<file path="src/rtl/uart_tx_frame.sv">
// uart_tx_frame
//   Serialises one DATA_BITS-wide word per request into an asynchronous UART
//   frame: start bit (0), LSB-first data, optional parity, one stop bit (1).
//   Bit timing is derived from the rising edges of baud_in (the registered
//   baud_out square wave of baud_gen); each bit lasts TICKS_PER_BIT edges.
//
//   Optional feature macro: UART_TX_PARITY_EN
//     defined   -> a parity bit follows the data bits (DATA_BITS+3 bit frame)
//     undefined -> no parity state/register, parity_odd is ignored
//
// Ports
//   clock      in   system clock (same clock as baud_gen)
//   rst_n      in   synchronous active-low reset
//   baud_in    in   baud_out from baud_gen, already in the clock domain
//   tx_data    in   word to send, sampled on acceptance
//   tx_start   in   level-sensitive send request, only sampled in IDLE
//   parity_odd in   0 = even parity, 1 = odd parity, sampled on acceptance
//   tx         out  serial line, idles high, registered
//   tx_busy    out  high from acceptance until the frame completes
//   tx_done    out  one-cycle pulse at frame completion
module uart_tx_frame #(
  parameter int DATA_BITS     = 8,
  parameter int TICKS_PER_BIT = 8
) (
  input  logic                 clock,
  input  logic                 rst_n,
  input  logic                 baud_in,
  input  logic [DATA_BITS-1:0] tx_data,
  input  logic                 tx_start,
  input  logic                 parity_odd,
  output logic                 tx,
  output logic                 tx_busy,
  output logic                 tx_done
);

  localparam int TW = (TICKS_PER_BIT > 1) ? $clog2(TICKS_PER_BIT) : 1;
  localparam int BW = (DATA_BITS > 1) ? $clog2(DATA_BITS) : 1;
  localparam logic [TW-1:0] TICK_LAST = TW'(TICKS_PER_BIT - 1);
  localparam logic [BW-1:0] BIT_LAST  = BW'(DATA_BITS - 1);

  typedef enum logic [2:0] {
    S_IDLE   = 3'd0,
    S_SYNC   = 3'd1,
    S_START  = 3'd2,
    S_DATA   = 3'd3,
`ifdef UART_TX_PARITY_EN
    S_PARITY = 3'd4,
`endif
    S_STOP   = 3'd5
  } state_e;

  state_e               state_q, state_d;
  logic                 baud_q;
  logic [TW-1:0]        tick_cnt_q, tick_cnt_d;
  logic [BW-1:0]        bit_cnt_q, bit_cnt_d;
  logic [DATA_BITS-1:0] shreg_q, shreg_d;
  logic                 tx_q, tx_d;
  logic                 busy_q, busy_d;
  logic                 done_q, done_d;
  logic                 tick;
  logic                 in_bit;
  logic                 bit_end;

`ifdef UART_TX_PARITY_EN
  logic                 par_q, par_d;
`else
  logic                 unused_parity_odd;
  assign unused_parity_odd = parity_odd;
`endif

  // One-cycle pulse on each rising edge of the baud reference.
  assign tick    = baud_in & ~baud_q;
  assign in_bit  = (state_q == S_START) || (state_q == S_DATA) ||
`ifdef UART_TX_PARITY_EN
                   (state_q == S_PARITY) ||
`endif
                   (state_q == S_STOP);
  assign bit_end = in_bit && tick && (tick_cnt_q == TICK_LAST);

  always_comb begin
    state_d    = state_q;
    tick_cnt_d = tick_cnt_q;
    bit_cnt_d  = bit_cnt_q;
    shreg_d    = shreg_q;
    done_d     = 1'b0;
`ifdef UART_TX_PARITY_EN
    par_d      = par_q;
`endif

    // Tick counter is shared by all bit states; it wraps on the bit's last tick.
    if (in_bit && tick) begin
      tick_cnt_d = bit_end ? '0 : tick_cnt_q + 1'b1;
    end

    case (state_q)
      S_IDLE: begin
        if (tx_start) begin
          shreg_d    = tx_data;
`ifdef UART_TX_PARITY_EN
          par_d      = (^tx_data) ^ parity_odd;
`endif
          bit_cnt_d  = '0;
          tick_cnt_d = '0;
          state_d    = S_SYNC;
        end
      end
      // Hold the line idle until the first tick so the start bit is aligned
      // to the tick grid and lasts a full TICKS_PER_BIT ticks.
      S_SYNC: begin
        if (tick) begin
          tick_cnt_d = '0;
          state_d    = S_START;
        end
      end
      S_START: begin
        if (bit_end) state_d = S_DATA;
      end
      S_DATA: begin
        if (bit_end) begin
          shreg_d = shreg_q >> 1;
          if (bit_cnt_q == BIT_LAST) begin
            bit_cnt_d = '0;
`ifdef UART_TX_PARITY_EN
            state_d   = S_PARITY;
`else
            state_d   = S_STOP;
`endif
          end else begin
            bit_cnt_d = bit_cnt_q + 1'b1;
          end
        end
      end
`ifdef UART_TX_PARITY_EN
      S_PARITY: begin
        if (bit_end) state_d = S_STOP;
      end
`endif
      S_STOP: begin
        if (bit_end) begin
          state_d = S_IDLE;
          done_d  = 1'b1;
        end
      end
      default: state_d = S_IDLE;
    endcase

    // Outputs are registered from the next state so tx changes on the same
    // edge the state does.
    busy_d = (state_d != S_IDLE);
    case (state_d)
      S_START:  tx_d = 1'b0;
      S_DATA:   tx_d = shreg_d[0];
`ifdef UART_TX_PARITY_EN
      S_PARITY: tx_d = par_d;
`endif
      default:  tx_d = 1'b1;
    endcase
  end

  always_ff @(posedge clock) begin
    if (!rst_n) begin
      state_q    <= S_IDLE;
      baud_q     <= 1'b0;
      tick_cnt_q <= '0;
      bit_cnt_q  <= '0;
      tx_q       <= 1'b1;
      busy_q     <= 1'b0;
      done_q     <= 1'b0;
    end else begin
      state_q    <= state_d;
      baud_q     <= baud_in;
      tick_cnt_q <= tick_cnt_d;
      bit_cnt_q  <= bit_cnt_d;
      tx_q       <= tx_d;
      busy_q     <= busy_d;
      done_q     <= done_d;
    end
  end

  // Frame payload registers carry no reset; they are always loaded on
  // acceptance before being used.
  always_ff @(posedge clock) begin
    shreg_q <= shreg_d;
`ifdef UART_TX_PARITY_EN
    par_q   <= par_d;
`endif
  end

  assign tx      = tx_q;
  assign tx_busy = busy_q;
  assign tx_done = done_q;

endmodule
</file>
<file path="config.mk">
export PLATFORM = sky130hd
export DESIGN_NAME = uart_tx_frame
export DESIGN_NICKNAME = d
export VERILOG_FILES = /design/src/rtl/uart_tx_frame.sv
export SDC_FILE = /design/constraint.sdc
export NUM_CORES = 1
export LEC_CHECK = 0
export BUFFER_PORTS_ARGS = -buffer_cell sky130_fd_sc_hd__buf_2
export CELL_PAD_IN_SITES_DETAIL_PLACEMENT = 1
export CELL_PAD_IN_SITES_GLOBAL_PLACEMENT = 1
export CORE_MARGIN = 1
export CORE_UTILIZATION = 43
export CTS_CLUSTER_DIAMETER = 200
export CTS_CLUSTER_SIZE = 24
export DETAILED_ROUTE_END_ITERATION = 10
export PLACE_DENSITY = 0.85
export SLEW_MARGIN = 20
export SYNTH_ARGS = -nofsm -noshare
export SYNTH_HDL_FRONTEND = slang
export SYNTH_SLANG_ARGS = --single-unit
</file>
<file path="constraint.sdc">
create_clock -name clock -period 2.14 [get_ports clock]
set_clock_uncertainty 0.1 [all_clocks]
set_input_delay 0.214 -clock clock [delete_from_list [all_inputs] [get_ports clock]]
set_output_delay 0.214 -clock clock [all_outputs]
set_load 0.02 [all_outputs]
</file>
==> insert_results.sql <==
INSERT INTO impl_metrics (metric_group, metric, value, unit) VALUES
('run_status', 'run_status', 'completed', ''),
('route', 'wl_per_cell', '15.6', 'um'),
('critical_path', 'startpoint_type', 'register', ''),
('timing', 'worst_pin_slew', '492', 'ps'),
('cts', 'cts_hold_repair.buffers', '0', ''),
('placement', 'dp.final_hpwl', '1.58', 'mm'),
('final_layout', 'postLayoutCellArea', '1200', 'um^2'),
('route', 'routed-via-count', '803', ''),
('synth', 'synth-async-reset-ratio', '0', '%'),
('timing', 'final_max_slew_violation_count', '0', ''),
('cts', 'clockBufferDepth', '2', ''),
('synth', 'synth_top_area_share', '26.0', '%'),
('route', 'detail_route.first_pass.iterations', '4', ''),
('floorplan', 'floorplan.die_area', '2710', 'um^2'),
('placement', 'port-buffer-count', '14', ''),
('critical_path', 'worst_setup_path_end_kind', 'register', ''),
('synth', 'yosys.cell_types.count', '37', ''),
('cts', 'post_cts_buffers', '0', ''),
('global_route', 'gr-usage-all-layers', '18.4', '%'),
('final_layout', 'stdcell_count', '140', ''),
('synth', 'post-synth-top-count-cell', 'dfxtp_1', ''),
('synth', 'mean_post_synth_cell_area', '11.2', 'um^2'),
('synth', 'ys.flop_type', 'dfxtp_1', ''),
('route', 'vias_per_cell', '5.74', ''),
('final_layout', 'post_layout_nets', '130', ''),
('synth', 'syn-cell-area', '1080', 'um^2'),
('synth', 'synth_top_cells_by_area', 'dfxtp_1, edfxtp_1, a22o_1', ''),
('floorplan', 'die_w', '52.0', 'um'),
('floorplan', 'placement_rows', '17', ''),
('cts', 'tritoncts', 'yes', ''),
('route', 'postRouteWirelength', '2.19', 'mm'),
('power', 'p_leak', '0.494', 'nW'),
('floorplan', 'initial_utilization', '47.3', '%'),
('cts', 'clockRootBuffer', 'clkbuf_4', ''),
('timing', 'timing.fmax', '542', 'MHz'),
('global_route', 'grt_start_max_net_pins', '15', ''),
('global_route', 'grt.overflow.total', '0', ''),
('final_layout', 'syn2layout_area_growth', '11.4', '%'),
('synth', 'synthesis_stage_register_bit_count', '21', ''),
('timing', 'setup_repair_after_global_routing_missed_its_margin', 'false', ''),
('critical_path', 'cp_data_required_time', '2250', 'ps'),
('timing', 'setup-violations-final', '0', ''),
('power', 'power_density', '634', 'nW/um^2'),
('job', 'maxCapViolCount', '0', ''),
('placement', 'place_inst', '136', ''),
('timing', 'final_period_minus_worst_setup_slack', '1850', 'ps'),
('global_route', 'grt_antenna_before_repair', '0', ''),
('synth', 'seq_area_frac_synth', '45.6', '%'),
('global_route', 'grt_pass1_vias', '807', ''),
('cts', 'ctsHtreeMaxLevel', '1', ''),
('synth', 'synth_largest_area_cell', 'dfxtp_1', ''),
('global_route', 'grt_first_pass_wirelength', '3.59', 'mm'),
('power', 'power.ir.vdd_worst', '0.000332', 'V'),
('critical_path', 'crit_path_max_fanout', '10', ''),
('critical_path', 'timing.critical_path.arrival', '1950', 'ps'),
('cts', 'clk_transition_reported_paths', '120', 'ps'),
('placement', 'gp_congestion', '0.729', ''),
('critical_path', 'criticalPathCategory', 'register to register', ''),
('final_layout', 'insertedDiodeCount', '0', ''),
('timing', 'setup_total_negative_slack', '0', 'ps'),
('power', 'total_power', '0.760', 'mW'),
('route', 'route.detailed.drc', '0', ''),
('synth', 'yosys_warnings', '0', ''),
('floorplan', 'core_region_area', '2280', 'um^2'),
('cts', 'clock_insertion_delay_worst_skew', '300', 'ps'),
('cts', 'clock_buffer_count_from_cts', '3', ''),
('synth', 'mappedNetlistNets', '113', ''),
('route', 'drt_iter0_drc', '9', ''),
('floorplan', 'ios', '16', ''),
('final_layout', 'fraction_of_final_layout_cells_sized_beyond_drive_strength_1', '23.2', '%'),
('worst_hold_path', 'holdCritPathClass', 'input port to register', ''),
('timing', 'share_of_the_cycle_needed_by_the_critical_path_after_routing', '86.2', '%'),
('cts', 'cts.sink_count', '21', ''),
('synth', 'synth-edff-count', '7', ''),
('timing', 'max_slew_margin', '67.1', '%'),
('synth', 'synth_commonest_cells', 'dfxtp_1, a22o_1, edfxtp_1', ''),
('route', 'antenna_violating_nets_post_route', '0', ''),
('floorplan', 'floorplan.die.height', '52.0', 'um'),
('timing', 'timing_hold_violations_final', '0', ''),
('placement', 'placed_area', '1170', 'um^2'),
('synth', 'synth_cells', '96', ''),
('cts', 'cts-resized-gates', '0', '');
==> final timing paths <==
| kind | from | slack (ps) | depth (start not counted) | endpoint |
|---|---|---|---|---|
| worst max register to register | tick_cnt_q[0] | 290 | 6 | bit_cnt_q[2] |
| worst min register to register | tick_cnt_q[2] | 410 | 2 | tick_cnt_q[2] |
| worst min-delay path | baud_in | 70 | 2 | baud_q |
| worst max-delay path | tick_cnt_q[0] | 290 | 6 | bit_cnt_q[2] |
==> area by class of cell <==
type	count	area, um^2
repair buffers	17	92.6
inverters	1	3.75
multi-input cells	69	549
fillers	259	1080
clock buffers	3	22.5
clock inverters	1	5.00
well taps	28	35.0
flip-flops and latches	21	490
==> state kept, by name, summed over array words and instances, names as in the netlist <==
name / count
tx_busy: 1
tx: 1
baud_q: 1
shreg_q: 8
state_q: 3
tick_cnt_q: 3
bit_cnt_q: 3
tx_done: 1
==> metrics by stage <==
stage          setup WS, ps  util [%]  hold slack, ps
2_1_floorplan           480         -             236
3_3_place_gp            356      51.5             356
3_5_place_dp            290      51.5             382
4_1_cts                 254      52.7            60.4
5_1_grt                 126      52.7            80.8
6_report                295      52.7            69.8
==> cell families (layout without fill, tap and decap cells) <==
kind of cell	after synthesis	after routing	synth area share [%]
AND/OR/NAND/NOR	39	39	24.7
AO/OA/AOI/OAI	21	21	17.1
flip-flops	21	21	45.6
buffers and inverters	6	22	3.37
multiplexers	5	5	4.65
adder cells (fa/ha/maj)	4	4	4.65
==> critical path, cell delays in order, from the launching register on <==
cell and delay [ps]:
dfxtp_1 380, ha_1 160, ha_1 230, nand3b_1 200, o21bai_4 370, mux2i_1 250
nor2b_1 60
==> power by group <==
group / internal, mW / total (mW) / switching [mW]
clock: 0.0697 / 0.194 / 0.124
combinational: 0.0552 / 0.111 / 0.0554
sequential: 0.439 / 0.455 / 0.0157
total: 0.564 / 0.760 / 0.196
==> layer usage <==
layer  up-vias  routed length, um  part of all wire, %  global-route usage [%]
li1        398                  -                    -                       -
met1       395               1030                   47                    24.1
met2         8               1110                   51                    29.9
met3         2                 38                  1.7                    2.63
met4         0                 16                 0.73                    8.11
met5         -                  0                    0                       0
==> placed cells by master (no fill, tap or decap) <==
cell	netlist	routed
nand3b_1	5	5
nor2_1	5	5
o21ai_0	1	1
buf_4	1	3
o31ai_1	1	1
clkbuf_4	0	3
nor3_1	1	1
a22o_1	8	8
and4bb_2	1	1
nor2b_1	6	6
ha_1	4	4
nand3_1	1	1
edfxtp_1	7	7
nand2_1	3	3
a21o_1	1	1
buf_2	2	14
a221o_1	1	1
o21bai_1	1	1
a21oi_1	2	2
nor3b_1	1	1
nor4b_4	1	1
nand4_1	1	1
a21bo_1	1	1
and3b_1	3	3
inv_1	1	1
mux2i_1	5	5
o21bai_4	1	1
dfxtp_1	14	14
a32o_1	1	1
o21a_1	1	1
clkinv_2	0	1
o221a_2	1	1
nand2b_1	3	3
and3_1	3	3
nand4b_1	2	2
a31o_2	1	1
and2_1	3	3
(Power assumes the default switching activity.)
